==> config.mk <==
export PLATFORM = sky130hd
export DESIGN_NAME = fifo_1r1w_large_rr_enq_arbiter
export DESIGN_NICKNAME = d
export VERILOG_FILES = /design/src/rtl/fifo_rr_arb_pkg.sv /design/src/rtl/fifo_rr_arb_prio_pick.sv /design/src/rtl/fifo_1r1w_large_rr_enq_arbiter.sv
export SDC_FILE = /design/constraint.sdc
export NUM_CORES = 1
export LEC_CHECK = 0
export CELL_PAD_IN_SITES_DETAIL_PLACEMENT = 0
export CELL_PAD_IN_SITES_GLOBAL_PLACEMENT = 1
export CORE_ASPECT_RATIO = 0.5
export CORE_MARGIN = 10
export CORE_UTILIZATION = 29
export DETAILED_ROUTE_END_ITERATION = 16
export GPL_TIMING_DRIVEN = 0
export PLACE_DENSITY_LB_ADDON = 0.1
export SLEW_MARGIN = 30
export SYNTH_ARGS = -nofsm -noshare
export SYNTH_HDL_FRONTEND = slang
export SYNTH_SLANG_ARGS = --single-unit
==> constraint.sdc <==
create_clock -name clk_i -period 2.75 [get_ports clk_i]
set_input_delay 0.6875 -clock clk_i [delete_from_list [all_inputs] [get_ports clk_i]]
set_output_delay 0.6875 -clock clk_i [all_outputs]
set_load 0.005 [all_outputs]
==> src/rtl/fifo_rr_arb_pkg.sv <==
// Shared widths, error causes and stats width for the round-robin FIFO enqueue arbiter.
package fifo_rr_arb_pkg;

  localparam int STAT_W = 16;

  typedef enum logic [1:0] {
    ERR_NONE,
    ERR_UNDERFLOW,
    ERR_BAD_ID
  } err_cause_e;

  // A single requester still carries a 1-bit (constant 0) id field.
  function automatic int id_width(input int n);
    return (n > 1) ? $clog2(n) : 1;
  endfunction

  function automatic int cnt_width(input int q);
    return $clog2(q + 1);
  endfunction

endpackage

==> src/rtl/fifo_rr_arb_prio_pick.sv <==
// Rotating-priority encoder: first set bit of elig_i at or above ptr_i, wrapping around.
module fifo_rr_arb_prio_pick
  import fifo_rr_arb_pkg::*;
#(
  parameter  int num_req_p   = 4,
  localparam int id_width_lp = id_width(num_req_p)
) (
  input  logic [num_req_p-1:0]   elig_i,
  input  logic [id_width_lp-1:0] ptr_i,
  output logic                   grant_v_o,
  output logic [id_width_lp-1:0] grant_id_o
);

  logic [2*num_req_p-1:0] rot;

  always_comb begin
    rot        = {elig_i, elig_i} >> ptr_i;
    grant_v_o  = 1'b0;
    grant_id_o = '0;
    for (int i = 0; i < num_req_p; i++) begin
      if (!grant_v_o && rot[i]) begin
        grant_v_o  = 1'b1;
        grant_id_o = id_width_lp'((int'(ptr_i) + i) % num_req_p);
      end
    end
  end

endmodule

==> src/rtl/fifo_1r1w_large_rr_enq_arbiter.sv <==
// Round-robin enqueue arbiter with per-requester FIFO quotas and ID tagging.
// Optional per-requester stall counters when FIFO_RR_ARB_STATS_EN is defined.
module fifo_1r1w_large_rr_enq_arbiter
  import fifo_rr_arb_pkg::*;
#(
  parameter  int num_req_p    = 4,
  parameter  int width_p      = 8,
  parameter  int els_p        = 64,
  parameter  int quota_p      = 16,
  localparam int id_width_lp  = id_width(num_req_p),
  localparam int cnt_width_lp = cnt_width((quota_p < els_p) ? quota_p : els_p)
) (
  input  logic                              clk_i,
  input  logic                              reset_n_i,
  input  logic [num_req_p-1:0]              v_i,
  output logic [num_req_p-1:0]              ready_o,
  input  logic [num_req_p*width_p-1:0]      data_i,
  output logic                              fifo_v_o,
  output logic [id_width_lp+width_p-1:0]    fifo_data_o,
  input  logic                              fifo_ready_i,
  input  logic                              deq_v_i,
  input  logic [id_width_lp-1:0]            deq_id_i,
  output logic [num_req_p*cnt_width_lp-1:0] occ_o,
`ifdef FIFO_RR_ARB_STATS_EN
  output logic [num_req_p*STAT_W-1:0]       stall_cnt_o,
`endif
  output logic                              err_o
);

  logic [num_req_p-1:0]   elig;
  logic [num_req_p-1:0]   underflow;
  logic [width_p-1:0]     data_arr [num_req_p];
  logic                   grant_v;
  logic [id_width_lp-1:0] grant_id;
  logic [id_width_lp-1:0] ptr_q, ptr_d;
  logic                   fire;
  logic                   bad_id;
  logic                   err_q, err_d;
  err_cause_e             err_cause;

  fifo_rr_arb_prio_pick #(.num_req_p(num_req_p)) u_pick (
    .elig_i     (elig),
    .ptr_i      (ptr_q),
    .grant_v_o  (grant_v),
    .grant_id_o (grant_id)
  );

  assign fire        = grant_v && fifo_ready_i;
  assign fifo_v_o    = reset_n_i && grant_v;
  assign fifo_data_o = {grant_id, data_arr[grant_id]};
  // One extra bit keeps the range check meaningful when num_req_p is a power of two.
  assign bad_id      = {1'b0, deq_id_i} >= (id_width_lp+1)'(num_req_p);

  always_comb begin
    ready_o = '0;
    if (reset_n_i && grant_v && fifo_ready_i)
      ready_o[grant_id] = 1'b1;
  end

  always_comb begin
    ptr_d = ptr_q;
    if (fire)
      ptr_d = (grant_id == id_width_lp'(num_req_p-1)) ? '0 : grant_id + 1'b1;
  end

  always_comb begin
    err_cause = ERR_NONE;
    if (deq_v_i) begin
      if (bad_id)          err_cause = ERR_BAD_ID;
      else if (|underflow) err_cause = ERR_UNDERFLOW;
    end
    err_d = err_q || (err_cause != ERR_NONE);
  end

  always_ff @(posedge clk_i or negedge reset_n_i) begin
    if (!reset_n_i) begin
      ptr_q <= '0;
      err_q <= 1'b0;
    end else begin
      ptr_q <= ptr_d;
      err_q <= err_d;
    end
  end

  assign err_o = err_q;

  genvar gi;
  for (gi = 0; gi < num_req_p; gi++) begin : g_req
    logic [cnt_width_lp-1:0] cnt_q, cnt_d;
    logic                    inc, dec, deq_hit;

    assign data_arr[gi]   = data_i[gi*width_p +: width_p];
    assign elig[gi]       = v_i[gi] && (cnt_q < cnt_width_lp'(quota_p));
    assign deq_hit        = deq_v_i && !bad_id && (deq_id_i == id_width_lp'(gi));
    assign underflow[gi]  = deq_hit && (cnt_q == '0);
    assign inc            = fire && (grant_id == id_width_lp'(gi));
    assign dec            = deq_hit && (cnt_q != '0);

    // A same-cycle enqueue and dequeue on one requester cancel out.
    always_comb begin
      cnt_d = cnt_q;
      if (inc && !dec)      cnt_d = cnt_q + 1'b1;
      else if (dec && !inc) cnt_d = cnt_q - 1'b1;
    end

    always_ff @(posedge clk_i or negedge reset_n_i) begin
      if (!reset_n_i) cnt_q <= '0;
      else            cnt_q <= cnt_d;
    end

    assign occ_o[gi*cnt_width_lp +: cnt_width_lp] = cnt_q;

`ifdef FIFO_RR_ARB_STATS_EN
    logic [STAT_W-1:0] stall_q, stall_d;

    always_comb begin
      stall_d = stall_q;
      if (v_i[gi] && !ready_o[gi] && (stall_q != {STAT_W{1'b1}}))
        stall_d = stall_q + 1'b1;
    end

    always_ff @(posedge clk_i or negedge reset_n_i) begin
      if (!reset_n_i) stall_q <= '0;
      else            stall_q <= stall_d;
    end

    assign stall_cnt_o[gi*STAT_W +: STAT_W] = stall_q;
`endif
  end

endmodule

* Word level (Yosys, flattened, before mapping)
Index checks and enable logic that the tools add are counted.
Cells by class: shifts and indexed selects 1, add/subtract/negate cells 12, mux-type cells 25, eq/ne operators 6, reduce and logical (&&, ||, !) cells 63, order comparisons 7, bitwise logic cells 1
Operator list (number):
- $mux W5 | 8
- $logic_and A1 B1 Y1 | 35
- $add A5 B1 Y5 const B | 4
- $logic_not A5 Y1 | 4
- $lt A5 B5 Y1 const B | 4
- $reduce_bool A5 Y1 | 4
- $sub A5 B1 Y5 const B | 4
- $bmux W8 S2 | 1
- $mux W8 | 2
- $mux W2 | 6
- $logic_not A1 Y1 | 11
- $reduce_bool A2 Y1 | 5
- $eq A2 B2 Y1 const B | 4
- $shr A8 B2 Y4 | 1
- $mux W1 | 6
- $add A2 B1 Y2 const B | 2
- $add A2 B2 Y2 const B | 2
- $eq A2 B1 Y1 const B | 2
- $logic_not A2 Y1 | 2
- $mux W4 | 1
- $reduce_or A4 Y1 | 1
- $ge A3 B3 Y1 const B | 1
- $lt A2 B3 Y1 const B | 1
- $not A2 Y3 | 1
- other kinds (3) | 3
Storage, ports and cells: register bits after elaboration 23, bits of input ports 42, word-level logic and storage cells 121

* Logic depth before layout (Yosys ltp)
depth after elaboration 19, mapped depth 15, depth with buffers taken out 13

* By module
A second synthesis with hierarchy kept.
Second synthesis, totals: cells, all modules 202, area total of the unflattened synthesis 1984.4 um^2
By module, submodules not included:
- fifo_1r1w_large_rr_enq_arbiter | area an instance 1910.6 um^2, instances 1, sequential area each 575.6 um^2, cells an instance 190
- fifo_rr_arb_prio_pick | area an instance 73.8 um^2, instances 1, sequential area each 0.0 um^2, cells an instance 12

* Worst setup path before layout
No wires, ideal clock.
path type input port to flip-flop, start in v_i[1], end reg g_req[3].cnt_q[4], library setup time 0.080 ns, setup slack -0.302 ns, data arrival time 2.972 ns, stages 13, buffers on the path 1, cells stage by stage nor2b_4 -> o311ai_2 -> buf_2 -> inv_1 -> ha_1 -> and2_1 -> ha_1 -> inv_1 -> ha_1 -> a21o_1 -> a21oi_1 -> mux2i_1 -> xnor2_1
On the way: longest elaborated chain between the ends 17, elaborated cells between the ends (all ways) 24, those cells by class eq/ne (1); shift (1); mux (9); reduce/logical (13)
RTL lines:
- from (decl) | line fifo_1r1w_large_rr_enq_arbiter.sv:15 | input logic [num_req_p-1:0] v_i,
- $logic_and A1 B1 Y1 (*) | line fifo_1r1w_large_rr_enq_arbiter.sv:93 | assign elig[gi] = v_i[gi] && (cnt_q < cnt_width_lp'(quota_p));
- $shr A8 B2 Y4 (*) | line fifo_rr_arb_prio_pick.sv:17 | rot = {elig_i, elig_i} >> ptr_i;
- $mux W1 | line fifo_rr_arb_prio_pick.sv:21 | if (!grant_v_o && rot[i]) begin
- $logic_not A1 Y1 | line fifo_rr_arb_prio_pick.sv:21
- $logic_and A1 B1 Y1 | line fifo_rr_arb_prio_pick.sv:21
- $mux W1 | line fifo_rr_arb_prio_pick.sv:21
- $logic_not A1 Y1 | line fifo_rr_arb_prio_pick.sv:21
- $logic_and A1 B1 Y1 | line fifo_rr_arb_prio_pick.sv:21
- $mux W1 | line fifo_rr_arb_prio_pick.sv:21
- $logic_not A1 Y1 | line fifo_rr_arb_prio_pick.sv:21
- $logic_and A1 B1 Y1 | line fifo_rr_arb_prio_pick.sv:21
- $mux W2 or $mux W1 (tied branches) | line fifo_rr_arb_prio_pick.sv:21
- $eq A2 B2 Y1 or $logic_and A1 B1 Y1 (tied branches) | line fifo_1r1w_large_rr_enq_arbiter.sv:96, fifo_1r1w_large_rr_enq_arbiter.sv:48
- $logic_and A1 B1 Y1 (*) | line fifo_1r1w_large_rr_enq_arbiter.sv:96 | assign inc = fire && (grant_id == id_width_lp'(gi));
- $logic_not A1 Y1 | line fifo_1r1w_large_rr_enq_arbiter.sv:103 | else if (dec && !inc) cnt_d = cnt_q - 1'b1;
- $logic_and A1 B1 Y1 | line fifo_1r1w_large_rr_enq_arbiter.sv:103
- $reduce_bool A2 Y1 (no line)
- to (signal assigned) | line fifo_1r1w_large_rr_enq_arbiter.sv:108 | else cnt_q <= cnt_d;
- to (decl) | line fifo_1r1w_large_rr_enq_arbiter.sv:89 | logic [cnt_width_lp-1:0] cnt_q, cnt_d;
Every way passes the cells marked *; elsewhere a longest branch is shown, timed or not. A chain may end at the register's enable or synchronous reset.

* Worst setup path in the final report
Same ends and word-level chain as after synthesis.

==> reports/metrics.csv <==
stage,metric,value,unit
synthesis,Synth Flop Type,dfrtp_1,
synthesis,Yosys warnings,0,
placement,Detail Placement HPWL,4.93,mm
route,drt first pass iters,4,
route,DR WL/cell,15.5,um
sta,Clock Skew,2.03,ps
setup_path,worst reg-to-reg setup slack,50,ps
setup_path,max incr delay on CP,320,ps
setup_path,"Cell Chain, Critical Path",buf_6 -> nor2b_4 -> buf_6 -> o311ai_4 -> buf_6 -> inv_4 -> ha_4 -> and2_4 -> ha_4 -> inv_6 -> ha_4 -> a21o_1 -> a21oi_2 -> mux2i_1 -> xnor2_1,
route,vias after detailed routing,2060,
cells_and_area,Area growth syn-to-layout,77.9,%
clock_tree,Clock Sinks,23,
power_and_ir_drop,pwr dens,1170,nW/um2
route,Via-to-Cell Ratio,4.72,
placement,Place WS,-829,ps
synthesis,asr flop ratio synth,1.00,
die,die footprint,10800,um2
sta,endpoints failing setup,4,
clock_tree,CTS Root Cell,clkbuf_16,
power_and_ir_drop,"Power, Total",4130,uW
setup_path,CP endpoint kind,register,
die,Die Wd,137,um
hold_path,HP Class,in2async,
sta,Min Hold Slack,450,ps
placement,port bufs,77,
placement,Final Wtd Congestion,0.792,
synthesis,synthesized cell area,1990,um2
synthesis,synth unique cells,41,
route,final WL,6.74,mm
clock_tree,Clock Latency Late Sink,260,ps
cells_and_area,layout cell share with drive strength beyond 1,0.355,
sta,Fmax,358,MHz
synthesis,syn nets,293,
power_and_ir_drop,Net Sw Frac,0.409,
outcome,run status,"finished, violations left",
sta,Worst Max-Slew Pin Slew,635,ps
die,Starting Density,0.298,
synthesis,Post-synth EDFFs,0,
setup_path,crit path kind,in2reg,
power_and_ir_drop,clock share of power,0.077,
global_routing,grt total ovfl,0,
synthesis,"Seq/Total Area, Yosys",0.289,
synthesis,Mean Syn Cell Area,8.73,um2
route,1st-iter DRT viols,31,
power_and_ir_drop,Worst VDD drop,0.399,mV
cells_and_area,"commonest non-fill, non-tap cell in the layout",clkdlybuf4s50_1,
sta,Hold Fails Final Rpt,0,
sta,post-route setup slack,-40.1,ps
power_and_ir_drop,static leakage,0.00153,uW
power_and_ir_drop,Sw Pwr,1690,uW
setup_path,R2R cell count,16,
power_and_ir_drop,Internal,2440,uW
sta,setup total negative slack,-80.8,ps
setup_path,startpoint type of the worst setup path,input port,
die,Core Area,6670,um2
setup_path,Reg2Reg Capture Point,g_req[3].cnt_q[4],
clock_tree,TritonCTS clock tree,yes,
cells_and_area,"commonest cells after routing, fill and taps aside","clkdlybuf4s50_1 (58), nand2_1 (36), buf_4 (24)",
route,Detail Route Antenna Nets,0,
clock_tree,CTS Hold Bufs,0,
die,row count,21,
power_and_ir_drop,Flop pwr share,0.189,
sta,Max Slew Vio Count,0,
clock_tree,CTS H-tree lvls,1,
route,drc violations,0,
die,IO Count,78,
power_and_ir_drop,Comb power frac,0.734,
global_routing,initial antenna violation count,0,
clock_tree,total CTS buffers,3,
flow_run,Max-Cap Viols,0,
cells_and_area,Nets,410,
clock_tree,clk slew on worst S/H paths,60,ps
sta,final period demand of the worst path,2790,ps
sta,RSZ-0062 raised after global routing,true,
cells_and_area,final core occ,0.531,
setup_path,R2R Path Start,ptr_q[1],
synthesis,#FFs+latches synth,23,
sta,period utilization,1.01,
cells_and_area,antenna cells,0,
sta,Slew HR,0.577,
global_routing,GR Util All Layers,0.116,
setup_path,worst endpoint data arrival time,2970,ps
global_routing,largest net degree at the start of global routing,27,
outcome,failing checks,setup timing,
global_routing,global-route wire length before repair,10.4,mm
setup_path,crit path max fanout,4,
clock_tree,CTS max path bufs,2,
global_routing,vias in the first global route,2083,
die,Die H,78.6,um
setup_path,WP data required,2930,ps
synthesis,Syn Inst Count,228,
setup_path,CP max stage cell,o311ai_4,
## state kept, by name, indices dropped and copies added, names as in the netlist
signal / flops
g_req.cnt_q: 20
ptr_q: 2
err_o: 1
## cell type report
type	instances	area, um2
well taps	92	115
multi-input cells	179	1560
flip-flops and latches	23	582
repair buffers	112	1040
clock buffers	4	78.8
inverters	16	75.1
fillers	613	3130
plain buffers	10	91.3
## critical path, delay by kind of cell
kind                     cells  cell delay, ps
AO/OA/AOI/OAI                3             630
XOR/XNOR                     1             130
adder cells (fa/ha/maj)      3             510
buffers and inverters        5             480
multiplexers                 1             230
AND/OR/NAND/NOR              2             280
## power groups by stage
stage / clock, uW / sequential (uW) / combinational, uW
finish: 320 / 781 / 3030
detailed placement: 0 / 765 / 2450
global placement: 0 / 752 / 2410
floorplan: 0 / 716 / 1520
CTS: 333 / 766 / 2800
global route: 355 / 818 / 3330
## synth_stat cells (2+ instances only)
| master | number | area share |
|---|---|---|
| a21o_1 | 6 | 0.023 |
| a21oi_1 | 19 | 0.048 |
| or4_1 | 4 | 0.015 |
| nor2b_4 | 2 | 0.014 |
| clkbuf_1 | 4 | 0.0075 |
| buf_6 | 2 | 0.011 |
| mux2i_1 | 3 | 0.015 |
| or3_1 | 3 | 0.0094 |
| mux2_2 | 2 | 0.011 |
| nand2b_1 | 3 | 0.0094 |
| xor2_1 | 6 | 0.026 |
| nor2_1 | 12 | 0.023 |
| o21ai_0 | 9 | 0.023 |
| dfrtp_1 | 23 | 0.29 |
| buf_4 | 2 | 0.0075 |
| nand2_1 | 44 | 0.083 |
| fa_1 | 4 | 0.040 |
| xnor2_1 | 12 | 0.053 |
| inv_1 | 15 | 0.028 |
| nor3_1 | 4 | 0.010 |
| nand3_1 | 2 | 0.0050 |
| ha_1 | 19 | 0.12 |
| nor3_2 | 2 | 0.010 |
| o31a_1 | 2 | 0.0088 |
| a32oi_1 | 8 | 0.035 |
## worst max path at each step
| stage | from | end | slack (ps) | depth (start not counted) |
|---|---|---|---|---|
| floorplan | v_i[1] | g_req[1].cnt_q[4] | -80 | 13 |
| global placement | reset_n_i | ready_o[2] | -1090 | 4 |
| detailed placement | v_i[0] | g_req[3].cnt_q[4] | -830 | 16 |
| CTS | v_i[1] | g_req[2].cnt_q[4] | -40 | 15 |
| global route | v_i[1] | g_req[3].cnt_q[4] | -140 | 15 |
| finish | v_i[1] | g_req[3].cnt_q[4] | -40 | 15 |
## layer usage
metal  vias up  global-route usage  share of wire
li1       1020                   -              -
met1       976               0.146           0.47
met2        59               0.199           0.46
met3         5              0.0292          0.065
met4         0              0.0188         0.0056
met5         -                   0              0
## kinds of logic (layout without fill, tap and decap cells)
logic type | count (synthesis) | in the layout | share of synthesized area
xor gates and xnor gates | 18 | 18 | 0.0792
DFF | 23 | 23 | 0.289
and+or+nand+nor | 81 | 81 | 0.199
AOI/OAI and AO/OA | 52 | 52 | 0.177
buffers and inverters | 26 | 142 | 0.0691
adders and majority gates | 23 | 23 | 0.160
muxes | 5 | 5 | 0.0264
## per-stage QoR
| step | instance area [um2] | instances |
|---|---|---|
| final | 3540 | 436 |
| after floorplan | 2080 | 228 |
| after CTS | 3340 | 431 |
| after global routing | 3540 | 436 |
| after detailed placement | 2960 | 397 |
| after global placement | 2970 | 397 |
## what timing repair did
item	in CTS	in global routing
setup buffers	30	6
gates resized for setup	82	44
gates cloned	0	1
pin swaps	27	32
setup endpoints to repair	31	20
Power figures use the tool's default switching activity.
